## src/rtl/sccb_slave.sv

```systemverilog
// SCCB/I2C target emulating the OV7670 register interface: oversampled and
// glitch-filtered bus inputs, 256x8 register file, ID registers at 0x0A/0x0B.
module sccb_slave #(
    parameter logic [6:0] DEVICE_ADDR   = 7'h21,
    parameter int         FILTER_CYCLES = 3,
    parameter logic [7:0] PID_VALUE     = 8'h76,
    parameter logic [7:0] VER_VALUE     = 8'h73
) (
    input  logic       iClock,
    input  logic       iReset,
    input  logic       iSCL,
    input  logic       iSDA,
    output logic       oSDA_OE,
    output logic       oRegWrite,
    output logic [7:0] oRegAddr,
    output logic [7:0] oRegData,
    output logic       oBusy,
    output logic [7:0] oLED
);

    typedef enum logic [3:0] {
        S_IDLE      = 4'd0,
        S_ADDR      = 4'd1,
        S_ADDR_ACK  = 4'd2,
        S_SUB       = 4'd3,
        S_SUB_ACK   = 4'd4,
        S_WDATA     = 4'd5,
        S_WDATA_ACK = 4'd6,
        S_RDATA     = 4'd7,
        S_RDATA_ACK = 4'd8,
        S_IGNORE    = 4'd9
    } state_t;

    logic [1:0]               scl_sync_r, sda_sync_r;
    logic [FILTER_CYCLES-1:0] scl_hist_r, sda_hist_r;
    logic                     scl_filt_r, sda_filt_r, scl_prev_r, sda_prev_r;
    logic                     scl_rise_s, scl_fall_s, start_s, stop_s;

    state_t      state_r, state_nxt;
    logic [2:0]  cnt_r, cnt_nxt;
    logic [7:0]  shift_r, shift_nxt, tx_r, tx_nxt, ptr_r, ptr_nxt;
    logic        phase_r, phase_nxt, oe_r, oe_nxt, busy_r, busy_nxt;
    logic        wr_r, wr_nxt, match_r, match_nxt, ack_rx_r, ack_rx_nxt;
    logic        rw_r, rw_nxt, overrun_r, overrun_nxt;
    logic [7:0]  waddr_r, waddr_nxt, wdata_r, wdata_nxt;
    logic [7:0]  rx_byte_s, rd_data_s;
    logic        mem_we_s;
    logic [7:0]  regs_r [256];

    // Synchronize bus lines and accept a level only after FILTER_CYCLES equal samples.
    always_ff @(posedge iClock or negedge iReset) begin
        if (!iReset) begin
            scl_sync_r <= 2'b11;
            sda_sync_r <= 2'b11;
            scl_hist_r <= '1;
            sda_hist_r <= '1;
            scl_filt_r <= 1'b1;
            sda_filt_r <= 1'b1;
            scl_prev_r <= 1'b1;
            sda_prev_r <= 1'b1;
        end else begin
            scl_sync_r <= {scl_sync_r[0], iSCL};
            sda_sync_r <= {sda_sync_r[0], iSDA};
            scl_hist_r <= {scl_hist_r[FILTER_CYCLES-2:0], scl_sync_r[1]};
            sda_hist_r <= {sda_hist_r[FILTER_CYCLES-2:0], sda_sync_r[1]};
            if (&scl_hist_r)       scl_filt_r <= 1'b1;
            else if (~|scl_hist_r) scl_filt_r <= 1'b0;
            else                   scl_filt_r <= scl_filt_r;
            if (&sda_hist_r)       sda_filt_r <= 1'b1;
            else if (~|sda_hist_r) sda_filt_r <= 1'b0;
            else                   sda_filt_r <= sda_filt_r;
            scl_prev_r <= scl_filt_r;
            sda_prev_r <= sda_filt_r;
        end
    end

    assign scl_rise_s = scl_filt_r & ~scl_prev_r;
    assign scl_fall_s = ~scl_filt_r & scl_prev_r;
    assign start_s    = scl_filt_r & scl_prev_r & sda_prev_r & ~sda_filt_r;
    assign stop_s     = scl_filt_r & scl_prev_r & ~sda_prev_r & sda_filt_r;
    assign rx_byte_s  = {shift_r[6:0], sda_filt_r};

    // Register-file read port with the read-only ID registers overlaid.
    always_comb begin
        if (ptr_r == 8'h0A)      rd_data_s = PID_VALUE;
        else if (ptr_r == 8'h0B) rd_data_s = VER_VALUE;
        else                     rd_data_s = regs_r[ptr_r];
    end

    // Protocol FSM: STOP beats START, START beats any bit sample.
    always_comb begin
        state_nxt   = state_r;
        cnt_nxt     = cnt_r;
        shift_nxt   = shift_r;
        tx_nxt      = tx_r;
        ptr_nxt     = ptr_r;
        phase_nxt   = phase_r;
        oe_nxt      = oe_r;
        busy_nxt    = busy_r;
        wr_nxt      = 1'b0;
        waddr_nxt   = waddr_r;
        wdata_nxt   = wdata_r;
        match_nxt   = match_r;
        ack_rx_nxt  = ack_rx_r;
        rw_nxt      = rw_r;
        overrun_nxt = overrun_r;
        mem_we_s    = 1'b0;
        if (stop_s) begin
            state_nxt = S_IDLE;
            oe_nxt    = 1'b0;
            busy_nxt  = 1'b0;
            phase_nxt = 1'b0;
        end else if (start_s) begin
            state_nxt = S_ADDR;
            cnt_nxt   = 3'd0;
            oe_nxt    = 1'b0;
            phase_nxt = 1'b0;
            match_nxt = 1'b0;
        end else begin
            case (state_r)
                S_ADDR, S_SUB, S_WDATA: begin
                    if (scl_rise_s) begin
                        shift_nxt = rx_byte_s;
                        cnt_nxt   = cnt_r + 3'd1;
                        if (cnt_r != 3'd7) begin
                            state_nxt = state_r;
                        end else if (state_r == S_SUB) begin
                            ptr_nxt   = rx_byte_s;
                            state_nxt = S_SUB_ACK;
                        end else if (state_r == S_WDATA) begin
                            wr_nxt    = 1'b1;
                            waddr_nxt = ptr_r;
                            wdata_nxt = rx_byte_s;
                            mem_we_s  = (ptr_r != 8'h0A) && (ptr_r != 8'h0B);
                            ptr_nxt   = ptr_r + 8'd1;
                            overrun_nxt = overrun_r | (ptr_r == 8'hFF);
                            state_nxt = S_WDATA_ACK;
                        end else if (rx_byte_s[7:1] == DEVICE_ADDR) begin
                            match_nxt = 1'b1;
                            rw_nxt    = rx_byte_s[0];
                            state_nxt = S_ADDR_ACK;
                        end else begin
                            busy_nxt  = 1'b0;
                            state_nxt = S_IGNORE;
                        end
                    end else begin
                        shift_nxt = shift_r;
                    end
                end
                S_ADDR_ACK, S_SUB_ACK, S_WDATA_ACK: begin
                    // First falling edge drives the ACK, the second ends the 9th clock.
                    if (!scl_fall_s) begin
                        phase_nxt = phase_r;
                    end else if (!phase_r) begin
                        oe_nxt    = 1'b1;
                        phase_nxt = 1'b1;
                        busy_nxt  = 1'b1;
                    end else begin
                        phase_nxt = 1'b0;
                        cnt_nxt   = 3'd0;
                        oe_nxt    = 1'b0;
                        if (state_r != S_ADDR_ACK) begin
                            state_nxt = S_WDATA;
                        end else if (rw_r) begin
                            tx_nxt    = {rd_data_s[6:0], 1'b0};
                            oe_nxt    = ~rd_data_s[7];
                            ptr_nxt   = ptr_r + 8'd1;
                            state_nxt = S_RDATA;
                        end else begin
                            state_nxt = S_SUB;
                        end
                    end
                end
                S_RDATA: begin
                    if (!scl_fall_s) begin
                        tx_nxt = tx_r;
                    end else if (cnt_r == 3'd7) begin
                        oe_nxt    = 1'b0;
                        phase_nxt = 1'b0;
                        state_nxt = S_RDATA_ACK;
                    end else begin
                        oe_nxt  = ~tx_r[7];
                        tx_nxt  = {tx_r[6:0], 1'b0};
                        cnt_nxt = cnt_r + 3'd1;
                    end
                end
                S_RDATA_ACK: begin
                    if (scl_rise_s) begin
                        ack_rx_nxt = ~sda_filt_r;
                        if (sda_filt_r) begin
                            busy_nxt  = 1'b0;
                            oe_nxt    = 1'b0;
                            state_nxt = S_IGNORE;
                        end else begin
                            phase_nxt = 1'b1;
                        end
                    end else if (scl_fall_s && phase_r) begin
                        tx_nxt    = {rd_data_s[6:0], 1'b0};
                        oe_nxt    = ~rd_data_s[7];
                        ptr_nxt   = ptr_r + 8'd1;
                        cnt_nxt   = 3'd0;
                        phase_nxt = 1'b0;
                        state_nxt = S_RDATA;
                    end else begin
                        phase_nxt = phase_r;
                    end
                end
                S_IDLE, S_IGNORE: begin
                    state_nxt = state_r;
                end
                default: begin
                    oe_nxt    = 1'b0;
                    busy_nxt  = 1'b0;
                    state_nxt = S_IDLE;
                end
            endcase
        end
    end

    // State and datapath registers.
    always_ff @(posedge iClock or negedge iReset) begin
        if (!iReset) begin
            state_r   <= S_IDLE;
            cnt_r     <= 3'd0;
            shift_r   <= 8'h00;
            tx_r      <= 8'h00;
            ptr_r     <= 8'h00;
            phase_r   <= 1'b0;
            oe_r      <= 1'b0;
            busy_r    <= 1'b0;
            wr_r      <= 1'b0;
            waddr_r   <= 8'h00;
            wdata_r   <= 8'h00;
            match_r   <= 1'b0;
            ack_rx_r  <= 1'b0;
            rw_r      <= 1'b0;
            overrun_r <= 1'b0;
        end else begin
            state_r   <= state_nxt;
            cnt_r     <= cnt_nxt;
            shift_r   <= shift_nxt;
            tx_r      <= tx_nxt;
            ptr_r     <= ptr_nxt;
            phase_r   <= phase_nxt;
            oe_r      <= oe_nxt;
            busy_r    <= busy_nxt;
            wr_r      <= wr_nxt;
            waddr_r   <= waddr_nxt;
            wdata_r   <= wdata_nxt;
            match_r   <= match_nxt;
            ack_rx_r  <= ack_rx_nxt;
            rw_r      <= rw_nxt;
            overrun_r <= overrun_nxt;
        end
    end

    // Register file storage.
    always_ff @(posedge iClock or negedge iReset) begin
        if (!iReset) begin
            for (int i = 0; i < 256; i++) regs_r[i] <= 8'h00;
        end else if (mem_we_s) begin
            regs_r[ptr_r] <= rx_byte_s;
        end else begin
            regs_r[ptr_r] <= regs_r[ptr_r];
        end
    end

    assign oSDA_OE   = oe_r;
    assign oRegWrite = wr_r;
    assign oRegAddr  = waddr_r;
    assign oRegData  = wdata_r;
    assign oBusy     = busy_r;
    assign oLED      = {state_r, match_r, ack_rx_r, rw_r, overrun_r};

endmodule

```

## config.mk

```make
export PLATFORM = sky130hd
export DESIGN_NAME = sccb_slave
export DESIGN_NICKNAME = d
export VERILOG_FILES = /design/src/rtl/sccb_slave.sv
export SDC_FILE = /design/constraint.sdc
export NUM_CORES = 2
export LEC_CHECK = 0
export CELL_PAD_IN_SITES_DETAIL_PLACEMENT = 1
export CELL_PAD_IN_SITES_GLOBAL_PLACEMENT = 2
export CORE_MARGIN = 2
export CORE_UTILIZATION = 46
export DETAILED_ROUTE_END_ITERATION = 8
export PLACE_DENSITY_LB_ADDON = 0.1
export SYNTH_ARGS = -nofsm -noshare
export SYNTH_HDL_FRONTEND = slang
export SYNTH_SLANG_ARGS = --single-unit
```

## constraint.sdc

```tcl
create_clock -name iClock -period 9.4 [get_ports iClock]
set_clock_uncertainty 0.1 [all_clocks]
set_input_delay 1.88 -clock iClock [delete_from_list [all_inputs] [get_ports iClock]]
set_output_delay 1.88 -clock iClock [all_outputs]
set_load 0.05 [all_outputs]
```

==> impl_metrics.json <==
{
  "status": "completed",
  "yosysSeqAreaShare": 0.559,
  "dieArea_um2": 209000,
  "firstDrtPassIters": 5,
  "setup.worst_path.class": "flip-flop to flip-flop",
  "design.core.area_um2": 205000,
  "initial_core_util": 0.463,
  "grt-ovfl-total": 0,
  "dr.first_iter.drc_count": 5681,
  "worstSetupStartpointType": "flip-flop",
  "ff2ff_path_depth": 11,
  "crit_start": "ptr_r[0]",
  "peakVddDrop_mv": 0.398,
  "wl_per_cell_um": 28.6,
  "fin_setup_tns_ns": 0,
  "synth_top_cell_area_share": 0.556,
  "antenna_found_initial": 15,
  "r2r_end": "regs_r[1091]",
  "r2r_slack_ns": 2.55,
  "io_pins": 31,
  "ys_seq_elements": 2115,
  "vias": 69200,
  "slew_headroom": 0.119,
  "cp-end-kind": "flip-flop",
  "worst_slack_ns": 2.55,
  "clkSinkCount": 2115,
  "grt_pass1_vias": 72900,
  "fmax_ghz": 0.146,
  "port_buffers": 30,
  "htreeDepth": 4,
  "path_max_fanout": 84,
  "synthTopCellsByCount": "2,101 x dfrtp_1, 1,986 x nand2_1, 1,578 x o21ai_0",
  "place_area_um2": 96400,
  "dp_slack_ns": 2.47,
  "slew_viol_final": 0,
  "drive_gt1_frac": 0.128,
  "synth_area_leaders": "dfrtp_1 56%, mux4_2 12%, o21ai_0 8.3%",
  "clockBufferDepth": 3,
  "routed_wl_mm": 328,
  "cp-endpoint": "regs_r[1091]",
  "tritoncts": "built",
  "clkLatencyLatePin_ns": 0.89,
  "final_area_um2": 104000,
  "die_h_um": 458,
  "holdBufCountCts": 0,
  "final_nets": 8595,
  "synth.most_common_cell": "dfrtp_1",
  "layout_min_cycle_time_ns": 6.85,
  "cts-root-buf": "clkbuf_16",
  "syn_avg_cell_area_um2": 10.5,
  "gr-usage-all-layers": 0.316,
  "cts_resized": 0,
  "period_share": 0.729,
  "synth-async-reset-ratio": 1.00,
  "ys_types": 73,
  "route.detailed.drc": 0,
  "synthesis.nets": 8999,
  "hpwlAfterDp_mm": 206,
  "syn_inst": 8989,
  "hold_viol": 0,
  "place_inst": 11000,
  "tightest_slew_ns": 1.32,
  "synth-edff-count": 0,
  "vias_per_cell": 6.04,
  "power.leakage_nw": 45.0,
  "grt_setup_unrepaired": "false",
  "gp_congestion": 0.844,
  "path_clk_slew_ns": 0.06,
  "post-cts-setup-buffers": 0,
  "ant_nets": 0,
  "grt_pass1_wl_mm": 494,
  "grt_max_degree": 199,
  "cts_buffers": 227,
  "hold_class": "flip-flop to flip-flop",
  "worstPathArrival_ns": 7.49,
  "rows": 166,
  "setup_violations": 0,
  "drv_cap": 0,
  "power_density_nw_per_um2": 235,
  "p_total_mw": 24.4,
  "syn_to_final_growth_pct": 9.93,
  "r2r-start": "ptr_r[0]",
  "required_ns": 10.03,
  "ys.flop_type": "dfrtp_1",
  "die_w_um": 458,
  "yosys_warnings": 0,
  "syn-cell-area_um2": 94600,
  "stdcell_count": 11500,
  "synth_top_cell_by_area": "dfrtp_1"
}
==> cells by family (layout without fill, tap and decap cells) <==
group,after synthesis,after routing,share of synthesized area
simple gates,3007,3007,0.125
other cells,0,7,0
compound gates,2341,2341,0.133
xor+xnor,1,1,0.0000926
buf+inv,829,613,0.0401
flops,2115,2115,0.559
mux,689,689,0.141
fa+ha+maj,7,7,0.000899
==> area by class of cell <==
type | instances | area, um2
fillers | 21700 | 101000
multi-input cells | 6045 | 38200
diodes | 7 | 17.5
repair buffers | 182 | 1830
clock buffers | 351 | 6800
clock inverters | 66 | 779
flip-flops and latches | 2115 | 53000
well taps | 2688 | 3360
inverters | 14 | 60.1
==> worst min path at each step <==
stage | start | slack, ns | end | cells after the start
2_1_floorplan | scl_sync_r[1] | 0.25 | scl_hist_r[0] | 0
3_3_place_gp | sda_sync_r[0] | 0.25 | sda_sync_r[1] | 0
3_5_place_dp | scl_sync_r[0] | 0.25 | scl_sync_r[1] | 0
4_1_cts | scl_sync_r[0] | 0.26 | scl_sync_r[1] | 0
5_1_grt | scl_sync_r[0] | 0.26 | scl_sync_r[1] | 0
6_report | scl_sync_r[0] | 0.26 | scl_sync_r[1] | 0
==> state kept, by name, summed over array words and instances, names as in the netlist, 3 cells and up <==
register    count
cnt_r           3
oRegAddr        8
oRegData        8
state_r         4
regs_r       2048
ptr_r           8
shift_r         7
tx_r            7
scl_hist_r      3
sda_hist_r      3
==> cell usage in the layout, fill, tap and decap left out, drive strengths merged, types with 6 or more instances in the layout <==
master and instances:
ha 6, nand3b 7, o31ai 8, nand4 12
clkbuf 351, clkdlybuf4s50 29, nor4b 7, and3 11
nor4 19, nor3 22, a211oi 7, nor4bb 8
o21ai 1579, mux2i 154, dfstp 14, nand2 1986
buf 153, nand3 42, mux2 18, dfrtp 2101
nand2b 20, nor2 805, and2 18, o22ai 52
mux4 517, a22oi 40, bufinv 11, nor2b 17
a22o 17, clkinv 52, a21oi 311, or2 7
inv 16, o32ai 8, diode 7, a31oi 268
==> metal layers <==
metal  wire length, um  GRT usage  vias up
met2            155000      0.509     1643
met4             13600      0.116        8
met1            142000      0.434    36400
li1                  -          -    30600
met5                50          0        -
met3             16700     0.0507      570
==> stage by stage <==
stage           util  hold slack (ns)
2_1_floorplan      -            0.245
3_3_place_gp   0.471            0.246
3_5_place_dp   0.471            0.251
4_1_cts        0.508            0.258
5_1_grt        0.508            0.265
6_report       0.508            0.259
==> worst max-delay path: stages, from the launching register on <==
cell      delay (ns)
dfrtp_4         1.04
buf_12          0.56
mux4_2          0.62
a22oi_1         0.27
a211oi_2        0.12
buf_6           0.19
nor3_1          0.74
nand4b_1        0.31
o22ai_4         0.76
buf_4           0.94
buf_4           0.64
o21ai_0         0.21
==> report_power, final <==
part           internal (mW)  switching, mW
Sequential              9.22          0.225
Clock                   5.26           3.89
Combinational           1.46           4.39
Total                   15.9           8.50
Note: power is estimated with default switching activity, not from simulation.
